### src/rtl/alu_nibble_serial_if.sv
// ---------------------------------------------------------------------------
// alu_nibble_serial_if
//   Request/response bundle for the nibble-serial 74181-style ALU.
//
//   Parameter
//     WIDTH      operand/result width in bits (multiple of 4, 4..64)
//
//   Signals
//     a, b       operands                        (master -> slave)
//     s          4-bit function select           (master -> slave)
//     m          mode, 1 = logic, 0 = arithmetic (master -> slave)
//     cn_b       carry-in, active-low            (master -> slave)
//     in_valid   request present                 (master -> slave)
//     in_ready   request accepted when both high (slave  -> master)
//     f          result                          (slave  -> master)
//     cn_out_b   carry-out, active-low           (slave  -> master)
//     aeb        AND of all result bits          (slave  -> master)
//     x_b        group propagate, active-low     (slave  -> master)
//     out_valid  result present                  (slave  -> master)
//     out_ready  result consumed when both high  (master -> slave)
//     acc_sel    use last delivered f as operand A (only with ALU_ACCUM_EN)
//
//   Configuration macro: ALU_ACCUM_EN adds acc_sel.
// ---------------------------------------------------------------------------
interface alu_nibble_serial_if #(
    parameter int WIDTH = 16
);
    logic [WIDTH-1:0] a;
    logic [WIDTH-1:0] b;
    logic [3:0]       s;
    logic             m;
    logic             cn_b;
    logic             in_valid;
    logic             in_ready;
    logic [WIDTH-1:0] f;
    logic             cn_out_b;
    logic             aeb;
    logic             x_b;
    logic             out_valid;
    logic             out_ready;
`ifdef ALU_ACCUM_EN
    logic             acc_sel;

    modport master (
        output a, b, s, m, cn_b, in_valid, out_ready, acc_sel,
        input  in_ready, f, cn_out_b, aeb, x_b, out_valid
    );

    modport slave (
        input  a, b, s, m, cn_b, in_valid, out_ready, acc_sel,
        output in_ready, f, cn_out_b, aeb, x_b, out_valid
    );
`else
    modport master (
        output a, b, s, m, cn_b, in_valid, out_ready,
        input  in_ready, f, cn_out_b, aeb, x_b, out_valid
    );

    modport slave (
        input  a, b, s, m, cn_b, in_valid, out_ready,
        output in_ready, f, cn_out_b, aeb, x_b, out_valid
    );
`endif
endinterface

### src/rtl/alu_nibble_serial.sv
// ---------------------------------------------------------------------------
// alu_nibble_serial
//   74181-style ALU evaluated one 4-bit nibble per clock, LSB nibble first.
//   A request is captured in IDLE, the WIDTH/4 nibbles are processed in BUSY
//   with the ripple carry held in a register between nibbles, and the result
//   is presented in DONE until the consumer takes it.
//
//   Parameter
//     WIDTH      operand/result width in bits (multiple of 4, 4..64)
//
//   Ports
//     clk        single clock, rising edge
//     rst_n      synchronous active-low reset
//     bus        alu_nibble_serial_if.slave: operands, select, mode, carry-in,
//                in_valid/in_ready, f, cn_out_b, aeb, x_b, out_valid/out_ready
//
//   Configuration macro: ALU_ACCUM_EN
//     When defined, bus.acc_sel = 1 at acceptance replaces operand A with the
//     last delivered result (accumulator, cleared by reset).
// ---------------------------------------------------------------------------
module alu_nibble_serial #(
    parameter int WIDTH = 16
) (
    input  logic                  clk,
    input  logic                  rst_n,
    alu_nibble_serial_if.slave    bus
);

    localparam int N     = WIDTH / 4;
    localparam int CNT_W = (N > 1) ? $clog2(N) : 1;

    typedef enum logic [1:0] {
        IDLE = 2'd0,
        BUSY = 2'd1,
        DONE = 2'd2
    } state_t;

    // Control / output registers
    state_t           state_q;
    logic             in_ready_q;
    logic             out_valid_q;
    logic [WIDTH-1:0] f_q;
    logic             cn_out_b_q;
    logic             aeb_q;
    logic             x_b_q;
    logic             carry_q;
    logic             eall_q;     // running AND of E over nibbles done so far
    logic [CNT_W-1:0] cnt_q;

    // Captured request; operands shift right so the active nibble is [3:0]
    logic [WIDTH-1:0] a_q;
    logic [WIDTH-1:0] b_q;
    logic [3:0]       s_q;
    logic             m_q;

    // Nibble datapath
    logic [3:0]       nib_e;
    logic [3:0]       nib_d;
    logic [3:0]       nib_f;
    logic             cy;
    logic             nib_cout;
    logic [WIDTH-1:0] f_d;
    logic             eall_d;
    logic             last_nib;

    logic             accept;
    logic [WIDTH-1:0] op_a_d;

`ifdef ALU_ACCUM_EN
    logic [WIDTH-1:0] acc_q;
    assign op_a_d = bus.acc_sel ? acc_q : bus.a;
`else
    assign op_a_d = bus.a;
`endif

    // in_ready_q is only ever high in IDLE; rst_n gating keeps reset cycles
    // from loading the operand registers.
    assign accept   = rst_n && (state_q == IDLE) && bus.in_valid && in_ready_q;
    assign last_nib = (cnt_q == CNT_W'(N - 1));

    // One nibble of the 74181 equations; cy ripples across the four bits
    // starting from the carry left over by the previous nibble.
    always_comb begin
        nib_e = '0;
        nib_d = '0;
        nib_f = '0;
        cy    = carry_q;
        for (int i = 0; i < 4; i++) begin
            nib_e[i] = ~((a_q[i] & b_q[i] & s_q[3]) | (a_q[i] & ~b_q[i] & s_q[2]));
            nib_d[i] = ~(a_q[i] | (~b_q[i] & s_q[1]) | (b_q[i] & s_q[0]));
            nib_f[i] = nib_e[i] ^ nib_d[i] ^ (cy | m_q);
            // Carry chain runs in logic mode too, so cn_out_b stays meaningful.
            cy       = ~nib_d[i] & (cy | ~nib_e[i]);
        end
        nib_cout = cy;
    end

    always_comb begin
        f_d               = f_q;
        f_d[4*cnt_q +: 4] = nib_f;
        eall_d            = eall_q & (&nib_e);
    end

    // Operand capture and per-nibble shift (data only, no reset needed)
    always_ff @(posedge clk) begin
        if (accept) begin
            a_q <= op_a_d;
            b_q <= bus.b;
            s_q <= bus.s;
            m_q <= bus.m;
        end else if (state_q == BUSY) begin
            a_q <= a_q >> 4;
            b_q <= b_q >> 4;
        end
    end

    // Control FSM with registered outputs
    always_ff @(posedge clk) begin
        if (!rst_n) begin
            state_q     <= IDLE;
            in_ready_q  <= 1'b0;
            out_valid_q <= 1'b0;
            f_q         <= '0;
            cn_out_b_q  <= 1'b0;
            aeb_q       <= 1'b0;
            x_b_q       <= 1'b0;
            carry_q     <= 1'b0;
            eall_q      <= 1'b0;
            cnt_q       <= '0;
`ifdef ALU_ACCUM_EN
            acc_q       <= '0;
`endif
        end else begin
            case (state_q)
                IDLE: begin
                    // First cycle out of reset raises in_ready here.
                    in_ready_q <= 1'b1;
                    if (accept) begin
                        state_q    <= BUSY;
                        in_ready_q <= 1'b0;
                        carry_q    <= ~bus.cn_b;
                        eall_q     <= 1'b1;
                        cnt_q      <= '0;
                    end
                end

                BUSY: begin
                    f_q     <= f_d;
                    carry_q <= nib_cout;
                    eall_q  <= eall_d;
                    cnt_q   <= cnt_q + 1'b1;
                    if (last_nib) begin
                        state_q     <= DONE;
                        out_valid_q <= 1'b1;
                        cn_out_b_q  <= ~nib_cout;
                        x_b_q       <= ~eall_d;
                        aeb_q       <= &f_d;
                    end
                end

                DONE: begin
                    if (bus.out_ready) begin
                        state_q     <= IDLE;
                        out_valid_q <= 1'b0;
                        in_ready_q  <= 1'b1;
`ifdef ALU_ACCUM_EN
                        acc_q       <= f_q;
`endif
                    end
                end

                default: begin
                    state_q     <= IDLE;
                    in_ready_q  <= 1'b0;
                    out_valid_q <= 1'b0;
                end
            endcase
        end
    end

    assign bus.in_ready  = in_ready_q;
    assign bus.out_valid = out_valid_q;
    assign bus.f         = f_q;
    assign bus.cn_out_b  = cn_out_b_q;
    assign bus.aeb       = aeb_q;
    assign bus.x_b       = x_b_q;

endmodule

### src/flat_wrapper.sv
// flat-port wrapper written by rule: the top's interface ports become plain ports
module alu_nibble_serial_flat 
#(
    parameter int WIDTH = 16
)
  (clk, rst_n, bus_a, bus_b, bus_s, bus_m, bus_cn_b, bus_in_valid, bus_out_ready, bus_in_ready, bus_f, bus_cn_out_b, bus_aeb, bus_x_b, bus_out_valid);
  alu_nibble_serial_if #(.WIDTH(WIDTH)) bus_i ();
  input  logic clk;
  input  logic rst_n;
  input wire logic [$bits(bus_i.a)-1:0] bus_a;
  input wire logic [$bits(bus_i.b)-1:0] bus_b;
  input wire logic [$bits(bus_i.s)-1:0] bus_s;
  input wire logic [$bits(bus_i.m)-1:0] bus_m;
  input wire logic [$bits(bus_i.cn_b)-1:0] bus_cn_b;
  input wire logic [$bits(bus_i.in_valid)-1:0] bus_in_valid;
  input wire logic [$bits(bus_i.out_ready)-1:0] bus_out_ready;
  output wire logic [$bits(bus_i.in_ready)-1:0] bus_in_ready;
  output wire logic [$bits(bus_i.f)-1:0] bus_f;
  output wire logic [$bits(bus_i.cn_out_b)-1:0] bus_cn_out_b;
  output wire logic [$bits(bus_i.aeb)-1:0] bus_aeb;
  output wire logic [$bits(bus_i.x_b)-1:0] bus_x_b;
  output wire logic [$bits(bus_i.out_valid)-1:0] bus_out_valid;
  assign bus_i.a = bus_a;
  assign bus_i.b = bus_b;
  assign bus_i.s = bus_s;
  assign bus_i.m = bus_m;
  assign bus_i.cn_b = bus_cn_b;
  assign bus_i.in_valid = bus_in_valid;
  assign bus_i.out_ready = bus_out_ready;
  assign bus_in_ready = bus_i.in_ready;
  assign bus_f = bus_i.f;
  assign bus_cn_out_b = bus_i.cn_out_b;
  assign bus_aeb = bus_i.aeb;
  assign bus_x_b = bus_i.x_b;
  assign bus_out_valid = bus_i.out_valid;
  alu_nibble_serial #(.WIDTH(WIDTH)) u_core (.clk(clk), .rst_n(rst_n), .bus(bus_i));
endmodule
### config.mk
export PLATFORM = sky130hd
export DESIGN_NAME = alu_nibble_serial_flat
export DESIGN_NICKNAME = d
export VERILOG_FILES = /design/src/rtl/alu_nibble_serial_if.sv /design/src/rtl/alu_nibble_serial.sv /design/src/flat_wrapper.sv
export SDC_FILE = /design/constraint.sdc
export NUM_CORES = 1
export LEC_CHECK = 0
export ABC_AREA = 1
export CORE_ASPECT_RATIO = 0.75
export CORE_MARGIN = 2
export CORE_UTILIZATION = 44
export CTS_CLUSTER_DIAMETER = 200
export DETAILED_ROUTE_END_ITERATION = 7
export PLACE_DENSITY = 0.77
export SKIP_CTS_REPAIR_TIMING = 1
export SKIP_LAST_GASP = 1
export SYNTH_ARGS = -nofsm -noshare
export SYNTH_HDL_FRONTEND = slang
export SYNTH_SLANG_ARGS = --single-unit
### constraint.sdc
create_clock -name clk -period 2.3 [get_ports clk]
set_clock_uncertainty 0.1 [all_clocks]
set_input_delay 0.345 -clock clk [delete_from_list [all_inputs] [get_ports clk]]
set_output_delay 0.345 -clock clk [all_outputs]
set_load 0.02 [all_outputs]
Word-level counts from Yosys, hierarchy flattened. Index checks and enable logic that the tools add are counted.

Add/subtract/negate cells: 2. Eq/ne operators: 6. Shift operators: 2. Muxes and demuxes: 21. Bitwise operators: 74. Reduce and logical (&&, ||, !) cells: 13.

Operators by type and width (count): 2-to-1 mux 16 bit (4); negation 4 -> 34 bit (1); variable shift 4 x 34 -> 16 bit (first input constant) (1); indexed part select 4 x 34 -> 16 bit (1); AND 1 bit (29); OR 1 bit (20); inverter 1 bit (17); bitwise mux 16 bit (1); AND reduction 16 bit (1); 2-to-1 mux 2 bit (4); XOR 1 bit (8); 2-to-1 mux 1 bit (6); case mux 1 bit (3 select lines) (2); case mux 2 bit (3 select lines) (1); AND reduction 2 bit (3); AND reduction 3 bit (2); equality test 2 bit (second input constant) (2); != test 2 x 1 -> 1 bit (second input constant) (2); case mux 1 bit (2 select lines) (2); case mux 2 bit (2 select lines) (1); AND reduction 4 bit (1); nonzero test 2 bit (2); logical AND 1 bit (3); adder 2 x 1 -> 2 bit (second input constant) (1); 3 further kinds (3).

Register bits: 64. Output and inout bits: 21. Logic and storage cells: 132.

Depth between registers and ports, before layout. Gate-level depths: netlist of the first run.

Depth in word-level cells: 15. Depth in mapped cells: 17.

Worst setup path after synthesis of the first run. No wires, ideal clock.

Kind: reg-to-reg. Start point: register u_core.cnt_q[0]. End point: register u_core.aeb_q (netlist: u_core.bus.aeb). Data arrival time: 1.966 ns. Required time: 2.133 ns. Setup slack: 0.166 ns. Stages on the path, launching flop included: 16. Buffers on the path: 0. Path through: dfxtp_1 > inv_2 > ha_1 > inv_2 > nand3_1 > nor2_2 > nand3_1 > a21oi_2 > nand2_2 > nor2_4 > nand3_2 > nor2_1 > nand3_1 > nor2_1 > nand2_1 > a21oi_2.

Word-level cells in the longest chain between the ends: 4. Elaborated cells on any way between the ends: 7. Those cells by class: add/sub (1); eq/ne (1); shift (2); mux (1); reduce/logical (2).

RTL lines: start: declaration (RTL line alu_nibble_serial.sv:48) `logic [CNT_W-1:0] cnt_q;`; start signal: assignment (RTL line alu_nibble_serial.sv:151) `cnt_q <= cnt_q + 1'b1;`; negation 4 -> 34 bit (RTL line alu_nibble_serial.sv:100) `f_d[4*cnt_q +: 4] = nib_f;`; indexed part select 4 x 34 -> 16 bit or variable shift 4 x 34 -> 16 bit (tied branches) (RTL line alu_nibble_serial.sv:100); bitwise mux 16 bit (RTL line alu_nibble_serial.sv:100); AND reduction 16 bit (RTL line alu_nibble_serial.sv:157) `aeb_q <= &f_d;`; end signal: assignment (RTL line alu_nibble_serial.sv:157); end: declaration (RTL line alu_nibble_serial.sv:44) `logic aeb_q;`.

Parallel ways exist; a longest one is shown, timed or not. A chain may end at the register's enable or synchronous reset.

Worst setup path after layout of the first run.
Start point: register u_core.cnt_q[1]. End point: register u_core.aeb_q (netlist: u_core.bus.aeb).

Same word-level chain as after synthesis.

==> qor.csv, run 1 <==
stage,metric,value,unit
status,status,"finished, final reports clean",
setup_path,R2R Path Start,u_core.cnt_q[1],
setup_path,CP Capture Type,register,
layout,ANT cells,0,
cts,CTS tree,yes,
logic_synthesis,top_reg_cell synth,edfxtp_1,
setup_path,R2R setup slack,0.21,ns
detailed_routing,max layer used,met4,
sta,Max Slew Vio Count,0,
cts,Sink Count,64,
floorplan,Initial Util,0.452,
setup_path,critical path class,register to register,
setup_path,Critical path buffers and inverters,2,
cts,maximum root-to-sink buffer count,2,
cts,TritonCTS Buffers,9,
detailed_routing,metal2 WL,3.57,mm
layout,final instance area,4280,um^2
logic_synthesis,"Distinct cells, synth",35,
setup_path,path depth of the worst reg2reg path,15,
sta,Max-slew headroom,0.562,
sta,Peak Freq,479,MHz
logic_synthesis,"FFs w/ async S/R, synth",0,
setup_path,critical path arrival,2.26,ns
detailed_routing,WL met3,527,um
detailed_routing,Routed WL,7.43,mm
layout,Final #Nets,538,
detailed_routing,DR iter-0 viols,237,
sta,worst slew pin tran,0.656,ns
sta,final setup fails,0,
sta,worst hold slack,0.391,ns
power,VDD IR max,350,uV
logic_synthesis,post-synthesis register bit count,64,
setup_path,CP Cell Sequence,inv_1 > ha_4 > inv_2 > nand3_1 > nor2_2 > nand3_1 > a21oi_2 > nand2_2 > nor2_4 > nand3_2 > nor2_1 > nand3_1 > nor2_1 > nand2_1 > a21oi_2,
power,Lkg Pwr,1.95,nW
grt,first-pass GRT wire length,12.6,mm
place,RePlAce Congestion,0.927,
setup_path,Worst Setup SP,u_core.cnt_q[1],
cts,H-Tree Level Count,3,
sta,final setup margin,0.213,ns
grt,gr ovfl total,0,
detailed_routing,Pre-antenna DRT Iters,5,
logic_synthesis,Ys Warns,0,
logic_synthesis,number of synthesized flops with an enable pin,37,
setup_path,CP max-delay cell,dfxtp_1,
setup_path,Levels on crit path,15,
logic_synthesis,post-synth net total,470,
setup_path,capture point of the critical path,u_core.bus.aeb,
cts,Worst-Skew Late Latency,0.34,ns
detailed_routing,ANT nets after route,0,
sta,final hold viol count,0,
detailed_routing,Vias,2890,
layout,Layout Utilization,0.587,
setup_path,family with the most delay on the worst path,simple AND/OR/NAND/NOR gates,
grt,vias in the first global route,2764,
detailed_routing,Post-route DRC,0,
grt,antenna violations before repair,0,
sta,crit share post-route,0.907,
detailed_routing,WL/cell,12.5,um
setup_path,CP required,2.48,ns
detailed_routing,vias per cell,4.85,
grt,largest net degree at the start of global routing,33,
layout,fin cells,596,
worst_hold_path,Worst Hold Class,register to register,
floorplan,total core area,7300,um^2
logic_synthesis,proportion of synthesized chip area in sequential cells,0.500,
layout,layout cells sized above 1,0.125,
grt,GRT Resource Usage Total,0.195,
sta,Final min period,2.09,ns
place,DP Area,4060,um^2
cts,clk slew on worst S/H paths,0.08,ns
floorplan,# IOs,63,
logic_synthesis,Netlist Area Pre-Place,3300,um^2
floorplan,die area,8220,um^2
logic_synthesis,cell count after synthesis,422,
place,"worst slack, placed",0.165,ns
floorplan,die width,104,um
power,PD cells,635,nW/um^2
floorplan,Die Y,79.0,um
place,DP HPWL,5.43,mm
flow_run,max cap viols,0,
place,Buffers on Ports,62,
detailed_routing,metal1 wirelength,3.28,mm
layout,area grow syn2layout,29.7,%
setup_path,CP dominant cell by count,nand3_1,
place,placed insts,579,
logic_synthesis,Mapped Avg Cell Area,7.82,um^2
setup_path,crit path launch type,register,
floorplan,row count,27,
cts,clock root buffer,clkbuf_8,
setup_path,Crit path largest cell delay,0.31,ns
setup_path,worst reg2reg path endpoint,u_core.bus.aeb,
setup_path,Crit Path Max Fanout,4,
==> logic make-up after synthesis <==
logic type,share of synthesized area
DFF,0.500
buffers and inverters,0.0936
AOI/OAI and AO/OA,0.0770
adders and majority gates,0.0227
and+or+nand+nor,0.306
==> state kept, by name, summed over array words and instances (netlist names) <==
register              cells
u_core.a_q               16
u_core.b_q               16
u_core.bus.f             16
u_core.s_q                4
u_core.cnt_q              2
u_core.state_q            2
u_core.bus.aeb            1
u_core.bus.cn_out_b       1
u_core.bus.in_ready       1
u_core.bus.out_valid      1
u_core.bus.x_b            1
u_core.carry_q            1
u_core.eall_q             1
u_core.m_q                1
==> where the power goes <==
group,leakage (nW),internal (mW),switching (mW),total (mW)
sequential,0.562,1.29,0.0340,1.32
clock,0.0916,0.499,0.456,0.955
combinational,1.30,0.197,0.245,0.442
==> placed cells by master (no fill, tap or decap), drive strengths merged <==
master and count:
nor2 42, o211a 1, nand2 147, nand4 10, nand3 23, clkbuf 9, buf 9, o21ai 20
clkdlybuf4s50 62, a211oi 1, clkinv 4, or2 2, a221oi 1, dfxtp 27, inv 66, edfxtp 37
clkinvlp 3, o221a 1, a21oi 13, o211ai 4, nor3 2, a31oi 1, bufinv 1, and2 2
nand3b 1, ha 6
==> synthesized netlist by cell type, types with 2 or more instances <==
master    number  area, um^2
o21ai_2        2        17.5
nand2_1      135         507
edfxtp_1      37        1110
o211ai_1       4        30.0
a21oi_2        2        17.5
buf_2          4        20.0
o21ai_0       16        80.1
nor2_1        40         150
nand3_1       19        95.1
or2_2          2        12.5
inv_2          8        30.0
a21oi_1       11        55.1
nand3_2        3        30.0
nand4_1       10        62.6
clkbuf_1       9        33.8
inv_1         57         214
ha_1           6        75.1
nand2_2       12        75.1
o21ai_1        2        10.0
clkinv_1       2        7.51
dfxtp_1       27         541
==> worst reg2reg max path, cell delays in order, from the launching register on <==
cell	delay (ns)
dfxtp_1	0.31
inv_1	0.14
ha_4	0.24
inv_2	0.09
nand3_1	0.10
nor2_2	0.15
nand3_1	0.13
a21oi_2	0.15
nand2_2	0.07
nor2_4	0.08
nand3_2	0.05
nor2_1	0.08
nand3_1	0.07
nor2_1	0.09
nand2_1	0.07
a21oi_2	0.10
==> cell type report <==
cell class / instances / area (um^2)
clock inverters: 7 / 71.3
multi-input cells: 277 / 1360
repair buffers: 71 / 701
flip-flops and latches: 64 / 1650
inverters: 67 / 251
well taps: 101 / 126
fillers: 668 / 3020
clock buffers: 9 / 124
==> layer usage <==
metal  global-route usage  up-vias
met4               0.0622        0
met2                0.326       97
met5                    0        -
met1                0.244     1314
met3               0.0575        6
li1                     -     1473
==> through the flow <==
step	TNS, ns	total power [mW]
floorplan	0	1.60
global placement	0	1.76
detailed placement	0	1.78
CTS	0	2.72
global route	-0.0193	2.84
finish	0	2.72
==> worst min-delay path by stage <==
stage	startpoint	to	cells past startpoint
floorplan	bus_m	u_core.m_q	0
global placement	u_core.bus.out_valid	u_core.bus.out_valid	2
detailed placement	u_core.bus.in_ready	u_core.bus.in_ready	2
CTS	u_core.bus.in_ready	u_core.bus.in_ready	2
global route	u_core.bus.in_ready	u_core.bus.in_ready	2
finish	u_core.bus.out_valid	u_core.bus.out_valid	2
(Power assumes the default switching activity.)
==> run 2: changes to the inputs <==
--- a/config.mk
+++ b/config.mk
@@ -11,7 +11,7 @@
 export CORE_UTILIZATION = 44
 export CTS_CLUSTER_DIAMETER = 200
 export DETAILED_ROUTE_END_ITERATION = 7
-export PLACE_DENSITY = 0.77
+export PLACE_DENSITY = 0.74
 export SKIP_CTS_REPAIR_TIMING = 1
 export SKIP_LAST_GASP = 1
 export SYNTH_ARGS = -nofsm -noshare
==> constraint.sdc (replaced) <==
create_clock -name clk -period 2.35 [get_ports clk]
set_clock_uncertainty 0.1 [all_clocks]
set_input_delay 0.3525 -clock clk [delete_from_list [all_inputs] [get_ports clk]]
set_output_delay 0.3525 -clock clk [all_outputs]
set_load 0.02 [all_outputs]
==> qor.csv, run 2 (synthesis results as in run 1) <==
stage,metric,value,unit
setup_path,Crit Path Max Fanout,5,
setup_path,CP required,2.51,ns
flow_run,max cap viols,0,
grt,GRT Resource Usage Total,0.187,
grt,gr ovfl total,0,
layout,most frequent cells in the layout,"nand2_1 (135), clkdlybuf4s50_1 (62), inv_1 (56)",
detailed_routing,metal2 WL,3.21,mm
layout,area grow syn2layout,30.2,%
power,PD cells,633,nW/um^2
setup_path,family with the most delay on the worst path,simple AND/OR/NAND/NOR gates,
status,status,"finished, final reports clean",
detailed_routing,WL met3,578,um
grt,largest net degree at the start of global routing,33,
detailed_routing,Pre-antenna DRT Iters,5,
sta,final setup fails,0,
cts,clock root buffer,clkbuf_8,
sta,worst slew pin tran,0.650,ns
layout,"leading cell type in the layout, fill and taps excluded",nand2_1,
floorplan,row count,27,
detailed_routing,ANT nets after route,0,
sta,Peak Freq,468,MHz
detailed_routing,max layer used,met4,
cts,H-Tree Level Count,3,
cts,Sink Count,64,
setup_path,critical path arrival,2.30,ns
floorplan,Initial Util,0.452,
floorplan,die width,104,um
detailed_routing,DR iter-0 viols,145,
setup_path,CP Cell Sequence,inv_2 > ha_4 > inv_2 > nand3_1 > nor2_4 > nand3_1 > a21oi_2 > nand2_2 > nor2_4 > nand3_2 > nor2_1 > nand3_1 > nor2_1 > nand2_1 > a21oi_2,
layout,layout cells sized above 1,0.128,
setup_path,Critical path buffers and inverters,2,
floorplan,# IOs,63,
sta,Final min period,2.14,ns
place,"worst slack, placed",0.0522,ns
setup_path,CP max-delay cell,dfxtp_4,
cts,Worst-Skew Late Latency,0.34,ns
place,RePlAce Congestion,0.909,
layout,ANT cells,0,
floorplan,die area,8220,um^2
power,Lkg Pwr,1.96,nW
cts,clk slew on worst S/H paths,0.07,ns
detailed_routing,metal1 wirelength,3.33,mm
setup_path,CP dominant cell by count,nand3_1,
layout,Final #Nets,537,
setup_path,Crit path largest cell delay,0.37,ns
grt,first-pass GRT wire length,12.1,mm
cts,CTS tree,yes,
grt,antenna violations before repair,0,
setup_path,crit path launch type,register,
place,DP HPWL,5.34,mm
detailed_routing,WL/cell,12.1,um
power,VDD IR max,373,uV
sta,crit share post-route,0.909,
worst_hold_path,Worst Hold Class,register to register,
sta,Max-slew headroom,0.566,
sta,final hold viol count,0,
floorplan,Die Y,79.0,um
detailed_routing,Vias,2832,
floorplan,total core area,7300,um^2
detailed_routing,vias per cell,4.77,
detailed_routing,Post-route DRC,0,
sta,Max Slew Vio Count,0,
cts,maximum root-to-sink buffer count,2,
setup_path,critical path class,register to register,
place,Buffers on Ports,62,
sta,final setup margin,0.214,ns
power,Power Total,2.72,mW
detailed_routing,Routed WL,7.17,mm
setup_path,CP Capture Type,register,
grt,vias in the first global route,2695,
cts,TritonCTS Buffers,9,
run 2: changes by cell type in the layout (fill, tap and decap cells not counted):
cell | previous run | this run
inv_1 | 57 | 56
clkinvlp_4 | 3 | 2
dfxtp_2 | 0 | 1
buf_4 | 8 | 7
inv_6 | 1 | 0
dfxtp_1 | 27 | 25
bufinv_16 | 1 | 2
nor2_4 | 1 | 2
nor2_2 | 2 | 1
dfxtp_4 | 0 | 1
inv_2 | 8 | 9
run 2: area by class of cell:
class,count,area (um^2)
clock buffer,9,124
fill,650,3000
inverter,67,251
multi-input combinational,277,1360
clock inverter,6,85.1
timing repair buffer,70,693
tap,101,126
sequential,64,1660
run 2: path summary, 6_finish.rpt:
kind / startpoint / end / slack [ns] / depth (start not counted)
worst max-delay path: u_core.cnt_q[1] / u_core.bus.aeb / 0.21 / 15
worst min-delay path: u_core.bus.out_valid / u_core.bus.out_valid / 0.38 / 2
worst max register to register: u_core.cnt_q[1] / u_core.bus.aeb / 0.21 / 15
worst min register to register: u_core.bus.out_valid / u_core.bus.out_valid / 0.38 / 2
run 2: layer usage:
| layer | global-route usage | up-vias |
|---|---|---|
| li1 | - | 1466 |
| met1 | 0.242 | 1259 |
| met2 | 0.304 | 102 |
| met3 | 0.0591 | 5 |
| met4 | 0.0514 | 0 |
| met5 | 0 | - |
run 2: stage by stage:
stage	cell area, um^2	TNS [ns]	hold slack (ns)	util	instances
2_1_floorplan	3300	0	0.351	-	422
3_5_place_dp	4060	0	0.374	0.557	579
5_1_grt	4300	-0.00532	0.415	0.589	594
6_report	4300	0	0.378	0.589	594
4_1_cts	4270	0	0.388	0.585	594
3_3_place_gp	4060	0	0.370	0.557	579
run 2: report_power, final:
group / total [mW] / switching, mW / leakage (nW) / internal [mW]
Combinational: 0.427 / 0.237 / 1.30 / 0.190
Sequential: 1.29 / 0.0332 / 0.564 / 1.26
Clock: 0.999 / 0.412 / 0.101 / 0.586
Total: 2.72 / 0.682 / 1.96 / 2.04
run 2: worst reg2reg max path, cell delays in order, from the launching register on:
cell and delay [ns]:
dfxtp_4 0.37, inv_2 0.09, ha_4 0.22, inv_2 0.08
nand3_1 0.12, nor2_4 0.14, nand3_1 0.13, a21oi_2 0.15
nand2_2 0.08, nor2_4 0.08, nand3_2 0.05, nor2_1 0.09
nand3_1 0.07, nor2_1 0.10, nand2_1 0.07, a21oi_2 0.11
==> run 3: changes to the inputs <==
--- a/config.mk
+++ b/config.mk
@@ -9,6 +9,7 @@
 export CORE_ASPECT_RATIO = 0.75
 export CORE_MARGIN = 2
 export CORE_UTILIZATION = 44
+export CTS_BUF_LIST = sky130_fd_sc_hd__clkbuf_16
 export CTS_CLUSTER_DIAMETER = 200
 export DETAILED_ROUTE_END_ITERATION = 7
 export PLACE_DENSITY = 0.74
==> qor.csv, run 3 (synthesis results as in run 1) <==
stage,metric,value,unit
sta,Setup Total Neg Slack,0,ns
sta,crit share post-route,0.914,
setup_path,critical path arrival,2.30,ns
layout,ANT cells,0,
power,Lkg Pwr,2.01,nW
cts,Sink Count,64,
sta,final setup fails,0,
cts,H-Tree Level Count,3,
detailed_routing,Post-route DRC,0,
grt,GR Layer Usage met1,0.240,
layout,layout cells sized above 1,0.130,
place,RePlAce Congestion,0.909,
cts,TritonCTS Buffers,9,
power,VDD IR max,432,uV
sta,Max-slew headroom,0.572,
grt,met2 usage,0.313,
power,PD cells,705,nW/um^2
layout,area grow syn2layout,33.5,%
grt,antenna violations before repair,0,
setup_path,CP Capture Type,register,
grt,met3 usage in global routing,0.0583,
sta,Peak Freq,465,MHz
place,DP HPWL,5.34,mm
place,"worst slack, placed",0.0522,ns
cts,Worst-Skew Late Latency,0.32,ns
detailed_routing,Vias,2876,
detailed_routing,Pre-antenna DRT Iters,5,
grt,vias in the first global route,2713,
cts,clk slew on worst S/H paths,0.05,ns
floorplan,total core area,7300,um^2
detailed_routing,vias per cell,4.83,
floorplan,die area,8220,um^2
power,Power Total,3.11,mW
sta,final hold viol count,0,
detailed_routing,DR iter-0 viols,195,
sta,Max Slew Vio Count,0,
grt,GRT Max-Usage Layer,met2,
setup_path,Crit Path Max Fanout,4,
status,status,"finished, final reports clean",
grt,gr ovfl total,0,
grt,GRT Resource Usage Total,0.188,
sta,Final min period,2.15,ns
grt,largest net degree at the start of global routing,33,
sta,final setup margin,0.201,ns
setup_path,critical path class,register to register,
setup_path,crit path launch type,register,
layout,most frequent cells in the layout,"nand2_1 (135), clkdlybuf4s50_1 (62), inv_1 (56)",
floorplan,Initial Util,0.452,
sta,worst slew pin tran,0.642,ns
detailed_routing,Routed WL,7.32,mm
setup_path,R2R setup slack,0.20,ns
floorplan,Die Y,79.0,um
grt,first-pass GRT wire length,12.2,mm
sta,unrepaired setup endpoints after global routing,false,
cts,CTS tree,yes,
cts,clock root buffer,clkbuf_16,
detailed_routing,ANT nets after route,0,
place,Buffers on Ports,62,
cts,maximum root-to-sink buffer count,2,
detailed_routing,WL/cell,12.3,um
layout,"leading cell type in the layout, fill and taps excluded",nand2_1,
floorplan,# IOs,63,
setup_path,CP required,2.50,ns
floorplan,die width,104,um
sta,worst hold slack,0.378,ns
worst_hold_path,Worst Hold Class,register to register,
layout,Final #Nets,538,
floorplan,row count,27,
flow_run,max cap viols,0,
==> run 3: worst paths after layout <==
check / endpoint / depth (start not counted) / from
setup / recovery: u_core.bus.aeb / 16 / u_core.cnt_q[0]
hold / removal: u_core.bus.out_valid / 2 / u_core.bus.out_valid
hold reg to reg: u_core.bus.out_valid / 2 / u_core.bus.out_valid
setup reg to reg: u_core.bus.aeb / 16 / u_core.cnt_q[0]
==> run 3: per-layer routing <==
layer  wire length (um)  part of all wire  vias up
met5                  0                 0        -
met4                 77             0.011        0
met3                562             0.077       12
met2               3320              0.45       96
met1               3350              0.46     1300
li1                   -                 -     1468
==> run 3: stage by stage <==
step	utilization	instance area, um^2	cells
after floorplan	-	3300	422
after global placement	0.557	4060	579
after detailed placement	0.557	4060	579
after CTS	0.599	4370	594
after global routing	0.604	4410	595
final	0.604	4410	595
==> run 3: area by class of cell <==
class | count | area (um^2)
Fill cell | 626 | 2890
Clock buffer | 9 | 225
Inverter | 67 | 251
Tap cell | 101 | 126
Clock inverter | 6 | 85.1
Multi-Input combinational cell | 277 | 1370
Sequential cell | 64 | 1650
Timing Repair Buffer | 71 | 701
==> run 3: critical path, stage by stage, from the launching register on <==
cell	delay (ns)
dfxtp_1	0.36
inv_2	0.08
ha_4	0.26
inv_2	0.08
nand3_1	0.12
nor2_4	0.16
buf_4	0.13
nand3_1	0.08
nand2_1	0.09
nand2_1	0.06
clkinv_1	0.05
nand3_2	0.06
nor2_1	0.09
nand3_1	0.07
nor2_1	0.09
nand2_1	0.07
a21oi_2	0.12
==> run 3: where the power goes <==
group	switching, mW	leakage, nW	internal (mW)
clock network	0.457	0.147	0.917
registers	0.0338	0.563	1.26
logic	0.241	1.30	0.196
